### src/rtl/mat3_mac_engine.sv
// mat3_mac_engine: 3x3 unsigned matrix multiply, C = A x B.
// One multiply-accumulate datapath is time-shared across all 27 products.
// Each product is registered first. On the next edge it is accumulated.
// A start is accepted in IDLE or DONE. It latches both operand matrices.
// Run length: 27 issue edges, 1 drain edge, then a one-cycle done pulse.
module mat3_mac_engine #(
    parameter int DATA_W = 8,
    parameter int ACC_W  = 16
) (
    input  logic                 clk,
    input  logic                 rst,
    input  logic                 start,
    input  logic [9*DATA_W-1:0]  a_in,
    input  logic [9*DATA_W-1:0]  b_in,
    output logic [9*ACC_W-1:0]   c_out,
    output logic                 busy,
    output logic                 done
);

    localparam logic [1:0] ST_IDLE  = 2'd0;
    localparam logic [1:0] ST_RUN   = 2'd1;
    localparam logic [1:0] ST_DRAIN = 2'd2;
    localparam logic [1:0] ST_DONE  = 2'd3;

    localparam int P_W = 2 * DATA_W;

    logic [1:0]        state;
    logic [DATA_W-1:0] a_q [9];
    logic [DATA_W-1:0] b_q [9];

    // Issue counters. row and col select the element of C, and k walks the dot product.
    logic [1:0]        row;
    logic [1:0]        col;
    logic [1:0]        k;

    // Product pipeline register and its tags.
    logic [P_W-1:0]    p_q;
    logic              p_valid;
    logic              p_first;
    logic              p_last;
    logic [3:0]        p_elem;

    logic [ACC_W-1:0]  acc_q;
    logic [ACC_W-1:0]  sum;
    logic [ACC_W-1:0]  c_q [9];

    logic              accept;
    logic              issue_last;

    // Row-major flat index of a 3x3 element.
    function automatic logic [3:0] idx3(input logic [1:0] r, input logic [1:0] c);
        return 4'(r) * 4'd3 + 4'(c);
    endfunction

    assign accept     = start && ((state == ST_IDLE) || (state == ST_DONE));
    assign issue_last = (row == 2'd2) && (col == 2'd2) && (k == 2'd2);
    assign busy       = (state == ST_RUN) || (state == ST_DRAIN);
    assign done       = (state == ST_DONE);

    // Control FSM and issue counters.
    // Ordering: k is innermost, then col, then row. This produces c11..c33 in order.
    always_ff @(posedge clk or posedge rst) begin
        // NOTE: sequential state uses non-blocking assignments only.
        // That way every flop samples values from before the edge.
        if (rst) begin
            state <= ST_IDLE;
            row   <= '0;
            col   <= '0;
            k     <= '0;
        end else begin
            case (state)
                ST_IDLE, ST_DONE: begin
                    if (accept) begin
                        state <= ST_RUN;
                        row   <= '0;
                        col   <= '0;
                        k     <= '0;
                    end else begin
                        state <= ST_IDLE;
                    end
                end
                ST_RUN: begin
                    if (k == 2'd2) begin
                        k <= '0;
                        if (col == 2'd2) begin
                            col <= '0;
                            row <= (row == 2'd2) ? 2'd0 : row + 2'd1;
                        end else begin
                            col <= col + 2'd1;
                        end
                    end else begin
                        k <= k + 2'd1;
                    end
                    if (issue_last) state <= ST_DRAIN;
                end
                ST_DRAIN: state <= ST_DONE;
                default:  state <= ST_IDLE;
            endcase
        end
    end

    // Operand capture on accepted start.
    // Input changes after acceptance do not affect the run in progress.
    always_ff @(posedge clk or posedge rst) begin
        // NOTE: the operand and result arrays are small register files, not RAM.
        // They get a real reset, because zero contents after reset are part of the contract.
        if (rst) begin
            for (int i = 0; i < 9; i++) begin
                a_q[i] <= '0;
                b_q[i] <= '0;
            end
        end else if (accept) begin
            for (int i = 0; i < 9; i++) begin
                a_q[i] <= a_in[DATA_W*i +: DATA_W];
                b_q[i] <= b_in[DATA_W*i +: DATA_W];
            end
        end
    end

    // Issue stage: register one product A[row][k] * B[k][col] per RUN cycle.
    always_ff @(posedge clk or posedge rst) begin
        if (rst) begin
            p_q     <= '0;
            p_valid <= 1'b0;
            p_first <= 1'b0;
            p_last  <= 1'b0;
            p_elem  <= '0;
        end else begin
            p_valid <= (state == ST_RUN);
            if (state == ST_RUN) begin
                p_q     <= P_W'(a_q[idx3(row, k)]) * P_W'(b_q[idx3(k, col)]);
                p_first <= (k == 2'd0);
                p_last  <= (k == 2'd2);
                p_elem  <= idx3(row, col);
            end
        end
    end

    // Accumulator next value. It restarts from zero on the first product of each element.
    always_comb begin
        // NOTE: sum is given a value on every path, so no latch is inferred.
        sum = (p_first ? '0 : acc_q) + ACC_W'(p_q);
    end

    // Accumulate stage. The final sum of each dot product is written into its C element.
    always_ff @(posedge clk or posedge rst) begin
        if (rst) begin
            acc_q <= '0;
            for (int i = 0; i < 9; i++) c_q[i] <= '0;
        end else if (p_valid) begin
            acc_q <= sum;
            if (p_last) c_q[p_elem] <= sum;
        end
    end

    // Flatten the result array onto the row-major output bus.
    for (genvar g = 0; g < 9; g++) begin : g_pack
        assign c_out[ACC_W*g +: ACC_W] = c_q[g];
    end

endmodule

### config.mk
export PLATFORM = sky130hd
export DESIGN_NAME = mat3_mac_engine
export DESIGN_NICKNAME = d
export VERILOG_FILES = /design/src/rtl/mat3_mac_engine.sv
export SDC_FILE = /design/constraint.sdc
export NUM_CORES = 1
export LEC_CHECK = 0
export CORE_UTILIZATION = 53
export CTS_BUF_LIST = sky130_fd_sc_hd__clkbuf_8 sky130_fd_sc_hd__clkbuf_16
export DETAILED_ROUTE_END_ITERATION = 6
export PLACE_DENSITY = 0.8
export SLEW_MARGIN = 10
export SYNTH_ARGS = -nofsm -noshare
export SYNTH_HDL_FRONTEND = slang
export SYNTH_SLANG_ARGS = --single-unit
### constraint.sdc
create_clock -name clk -period 15.1 [get_ports clk]
set_clock_uncertainty 0.2 [all_clocks]
set_input_delay 2.265 -clock clk [delete_from_list [all_inputs] [get_ports clk]]
set_output_delay 2.265 -clock clk [all_outputs]
set_load 0.01 [all_outputs]
# Yosys cells after proc, flatten, opt, wreduce, memory -nomap -nowiden

Index checks and enable logic that the tools add are counted.

Add/sub/neg operators: 7
$mul: 3
Divide/modulo/power cells: 0
Order comparisons: 4
Equal/unequal tests: 10
Shift-type cells: 0
Multiplexer cells: 23
Bitwise operators: 3
Reduce and logical (&&, ||, !) cells: 14

Operators by type and width:

| cell                                                        | number |
|---|---|
| bitwise mux 144 bit                                         | 1 |
| binary-select mux 8 bit (select 4 bit)                      | 2 |
| demux 16 bit (select 4 bit)                                 | 1 |
| 2-to-1 mux 16 bit                                           | 2 |
| 2-to-1 mux 8 bit                                            | 4 |
| adder 16 bit                                                | 1 |
| multiplier 8 x 8 -> 16 bit                                  | 1 |
| 2-to-1 mux 2 bit                                            | 8 |
| greater-or-equal comparator 5 bit (second input constant)   | 3 |
| NOT 4 -> 5 bit                                              | 3 |
| adder 4 x 2 -> 4 bit                                        | 3 |
| one-hot mux 2 bit (2 select lines)                          | 3 |
| == test 2 bit (second input constant)                       | 5 |
| multiplier 2 x 2 -> 4 bit (second input constant)           | 2 |
| inequality test 2 bit (second input constant)               | 4 |
| adder 2 x 1 -> 2 bit (second input constant)                | 3 |
| one-hot mux 2 bit (3 select lines)                          | 1 |
| less-than comparator 5 x 1 -> 1 bit (second input constant) | 1 |
| logical AND 1 bit                                           | 4 |
| zero test 2 bit                                             | 2 |
| AND reduction 2 bit                                         | 2 |
| AND reduction 4 bit                                         | 1 |
| AND reduction 3 bit                                         | 1 |
| == test 2 x 1 -> 1 bit (second input constant)              | 1 |
| other kinds (4)                                             | 5 |

Flip-flop bits (word level): 335
Latch bits: 0
RAM bits: 0
Memory bits (read-only): 0
Input bits: 147
Output and inout bits: 146
Logic and storage cells: 101
Memories kept: 0

# Logic depth before layout (Yosys ltp)

Word-level depth: 7
Depth in mapped cells: 28
Depth with buffers taken out: 27

# Least setup slack after synthesis

OpenSTA, ideal clock, no wires.

Path kind: reg-to-reg
Start: reg k[1]
End: reg p_q[15]
Setup time: 137 ps
Data arrival time: 6451 ps
Required time: 14763 ps
Setup slack: 8312 ps
Cell stages (with the launch flop): 24
Buffers on the path: 0
Clock period less this slack: 6788 ps
Cell sequence: dfrtp_1 inv_1 fa_1 inv_1 ha_1 fa_1 nor4_2 a21oi_1 or2_2 fa_1 fa_1 inv_1 fa_1 inv_1 fa_1 inv_1 ha_1 o21a_1 o31a_1 o21ai_2 a21boi_0 o32ai_1 xnor2_1 a21oi_1

Cells in the longest elaborated chain, start to end: 7
Elaborated cells on any way between the ends: 12
Those cells by class: 2 x add/sub; 2 x mul; 6 x mux; 2 x bitwise

Ends and longest elaborated chain:

| item                                                 | RTL line | RTL |
|---|---|---|
| start, declared                                      | 34       | `logic [1:0] k;` |
| start signal, assigned                               | 92       | `k <= k + 2'd1;` |
| multiplier 2 x 2 -> 4 bit                            | 52       | `return 4'(r) * 4'd3 + 4'(c);` |
| adder 4 x 2 -> 4 bit                                 | 52       |  |
| NOT 4 -> 5 bit (not written as such)                 | 131      | `p_q <= P_W'(a_q[idx3(row, k)]) * P_W'(b_q[idx3(k, col)]);` |
| binary-select mux 8 bit (select 4 bit)               | 131      |  |
| 2-to-1 mux 8 bit (not written as such) (2 in series) | 131      |  |
| multiplier 8 x 8 -> 16 bit (*)                       | 131      |  |
| end signal, assigned                                 | 131      |  |
| end, declared                                        | 37       | `logic [P_W-1:0] p_q;` |

Every way passes the cells marked *; elsewhere a longest branch is shown, timed or not. The select of a mux whose other input is x is not followed.
A chain may end at the register's enable or synchronous reset.

# Worst setup path in the final report

Ends and elaborated chain as after synthesis.

==> impl_metrics.json <==
{
  "finalSetupViolCount": 0,
  "drc": 0,
  "routed_wl_microns": 38500,
  "drive_above_1_share": 0.180,
  "drtPass1Iterations": 5,
  "fmax_mhz": 131,
  "fillers": 2177,
  "grt-ovfl-total": 0,
  "synth_area_per_cell_sq_um": 11.8,
  "detail-route-antenna-nets": 0,
  "cp.arrival_ns": 7.83,
  "wl_per_cell_microns": 18.2,
  "dp_hpwl_microns": 27600,
  "slowest_stage": "fa_1",
  "gp_congestion": 0.867,
  "status": "complete, no violations",
  "crit_type": "register to register",
  "area_delta_synth_final_pct": 27.1,
  "clockBufferDepth": 3,
  "yosysWarnings": 0,
  "die-area_sq_mm": 0.0320,
  "synthCells": 1406,
  "slew_headroom": 0.251,
  "r2r_slack_ns": 7.47,
  "fin_tns_setup_ns": 0,
  "post_cts_buffers": 0,
  "maxSlewViolCount": 0,
  "regArea_sq_mm": 0.00838,
  "synth_nets": 1663,
  "vias_per_cell": 5.48,
  "cts_tree": "built",
  "grt_first_pass_wirelength_microns": 61600,
  "fp.dieH_microns": 179,
  "htreeDepth": 2,
  "cp-end-kind": "register",
  "cts_made_buffers": 36,
  "multi_input_area_sq_mm": 0.00761,
  "period_minus_slack_ns": 7.63,
  "async_flop_share": 1.00,
  "ioPinCount": 293,
  "grt_pass1_vias": 11600,
  "rows": 64,
  "clk_pin_slew_ns": 0.06,
  "dr.first_iter.drc_count": 702,
  "synth-seq-cells": 335,
  "root_buffer": "clkbuf_16",
  "cp_max_fo": 13,
  "seq_area_frac_synth": 0.506,
  "num-nets-final": 1945,
  "synth.distinct_cells": 61,
  "rsz0062_at_grt": "no",
  "critical-path-max-stage-delay_ns": 0.73,
  "clock-sinks": 335,
  "synth_edf_count": 0,
  "diodes": 0,
  "clock_latency_ns": 0.53,
  "critPathLaunchType": "register",
  "core_sq_mm": 0.0307,
  "cts-resized-gates": 0,
  "grt_use_total": 0.247,
  "crit_chain": "inv_1 -> fa_1 -> inv_1 -> ha_1 -> fa_1 -> nor4_2 -> a21oi_1 -> or2_2 -> fa_1 -> fa_1 -> inv_1 -> fa_1 -> inv_1 -> fa_1 -> inv_1 -> ha_1 -> o21a_1 -> o31a_1 -> o21ai_2 -> a21boi_0 -> o32ai_1 -> xnor2_1 -> a21oi_1",
  "vias": 11600,
  "ys.flop_type": "dfrtp_1",
  "antenna_found_initial": 1,
  "required_ns": 15.30,
  "die_x_microns": 179,
  "hold_viol": 0,
  "hp-class": "register to register",
  "crit_top_cell": "fa_1",
  "ctsHoldBuffers": 0,
  "fin_crit_sh": 0.505,
  "numPortBuffers": 292,
  "syn-cell-area_sq_mm": 0.0166,
  "max_cap_violations": 0,
  "grt_max_degree": 127,
  "worst_pin_slew_ns": 1.11,
  "start_util": 0.540
}
## cells in the final DEF (no fill, tap or decap), types with 18 or more instances in the layout
cell type / Yosys / routed
mux4_2: 29 / 29
xnor2_1: 19 / 18
ha_1: 69 / 69
a21oi_1: 33 / 33
inv_1: 82 / 90
o21ai_0: 149 / 149
dfrtp_1: 335 / 335
fa_1: 41 / 41
clkbuf_16: 0 / 36
nor2_1: 103 / 103
mux2i_1: 19 / 19
clkdlybuf4s50_1: 0 / 292
nand2_1: 168 / 167
mux2_2: 177 / 177
## worst max-delay path: cells and delay by family (launching register included)
family	cells	cell delay [ns]
fa+ha+maj	8	3.93
flops	1	0.46
simple gates	2	1.03
compound gates	7	1.31
buf+inv	5	0.39
xor+xnor	1	0.16
## cell families after synthesis
group / synth area share
DFF: 0.506
and+or+nand+nor: 0.0823
AOI/OAI and AO/OA: 0.0833
muxes: 0.174
buffers and inverters: 0.0361
adders and majority gates: 0.102
xor gates and xnor gates: 0.0167
## path summary, 6_finish.rpt
check	start	to	cells past startpoint
min	c_out[132]	c_out[132]	2
max in group asynchronous	rst	b_q[4]	4
max reg2reg	k[1]	p_q[15]	23
min reg2reg	c_out[132]	c_out[132]	2
min in group asynchronous	rst	c_out[116]	2
max	k[1]	p_q[15]	23
## flip-flops by register name (all words and copies together), names as in the netlist
signal,flops
c_out,144
a_q,72
b_q,72
acc_q,16
p_q,16
p_elem,4
col,2
k,2
row,2
state,2
p_first,1
p_last,1
p_valid,1
## layout make-up
| cell class | instances | share of cell area |
|---|---|---|
| flip-flops and latches | 335 | 0.398 |
| well taps | 396 | 0.0235 |
| clock inverters | 22 | 0.0114 |
| clock buffers | 42 | 0.0467 |
| repair buffers | 307 | 0.144 |
| multi-input cells | 925 | 0.361 |
| inverters | 83 | 0.0151 |
## stage by stage
stage | hold WS (ns) | cells | area [sq um] | utilization | worst slack (ns)
after global placement | 0.260 | 2046 | 19800 | 0.647 | 7.69
after global routing | 0.303 | 2110 | 21100 | 0.687 | 7.04
after detailed placement | 0.269 | 2046 | 19800 | 0.647 | 7.50
after CTS | 0.282 | 2110 | 21100 | 0.687 | 7.51
final | 0.279 | 2110 | 21100 | 0.687 | 7.47
after floorplan | 0.258 | 1406 | 16600 | - | 3.35
## synth_stat cells, drive strengths merged, types with 9 or more instances
| master | instances | area [sq um] |
|---|---|---|
| clkbuf | 46 | 173 |
| mux4 | 31 | 706 |
| ha | 69 | 863 |
| inv | 82 | 308 |
| mux2i | 19 | 190 |
| nor2 | 103 | 387 |
| xnor2 | 20 | 183 |
| nor2b | 12 | 75.1 |
| dfrtp | 335 | 8380 |
| xor2 | 9 | 93.8 |
| a21oi | 44 | 299 |
| mux2 | 177 | 1990 |
| nand2 | 168 | 631 |
| o21ai | 153 | 769 |
| fa | 41 | 821 |
| or2 | 12 | 75.1 |
| buf | 17 | 114 |
## per-layer routing
layer | track usage | share of wire
met2 | 0.394 | 0.47
met4 | 0.0766 | 0.025
met5 | 0 | 0.00034
met3 | 0.0670 | 0.078
met1 | 0.331 | 0.43
Power is not shown: default switching activity piles up to over one toggle a cycle in this logic, so the estimate is an artifact.
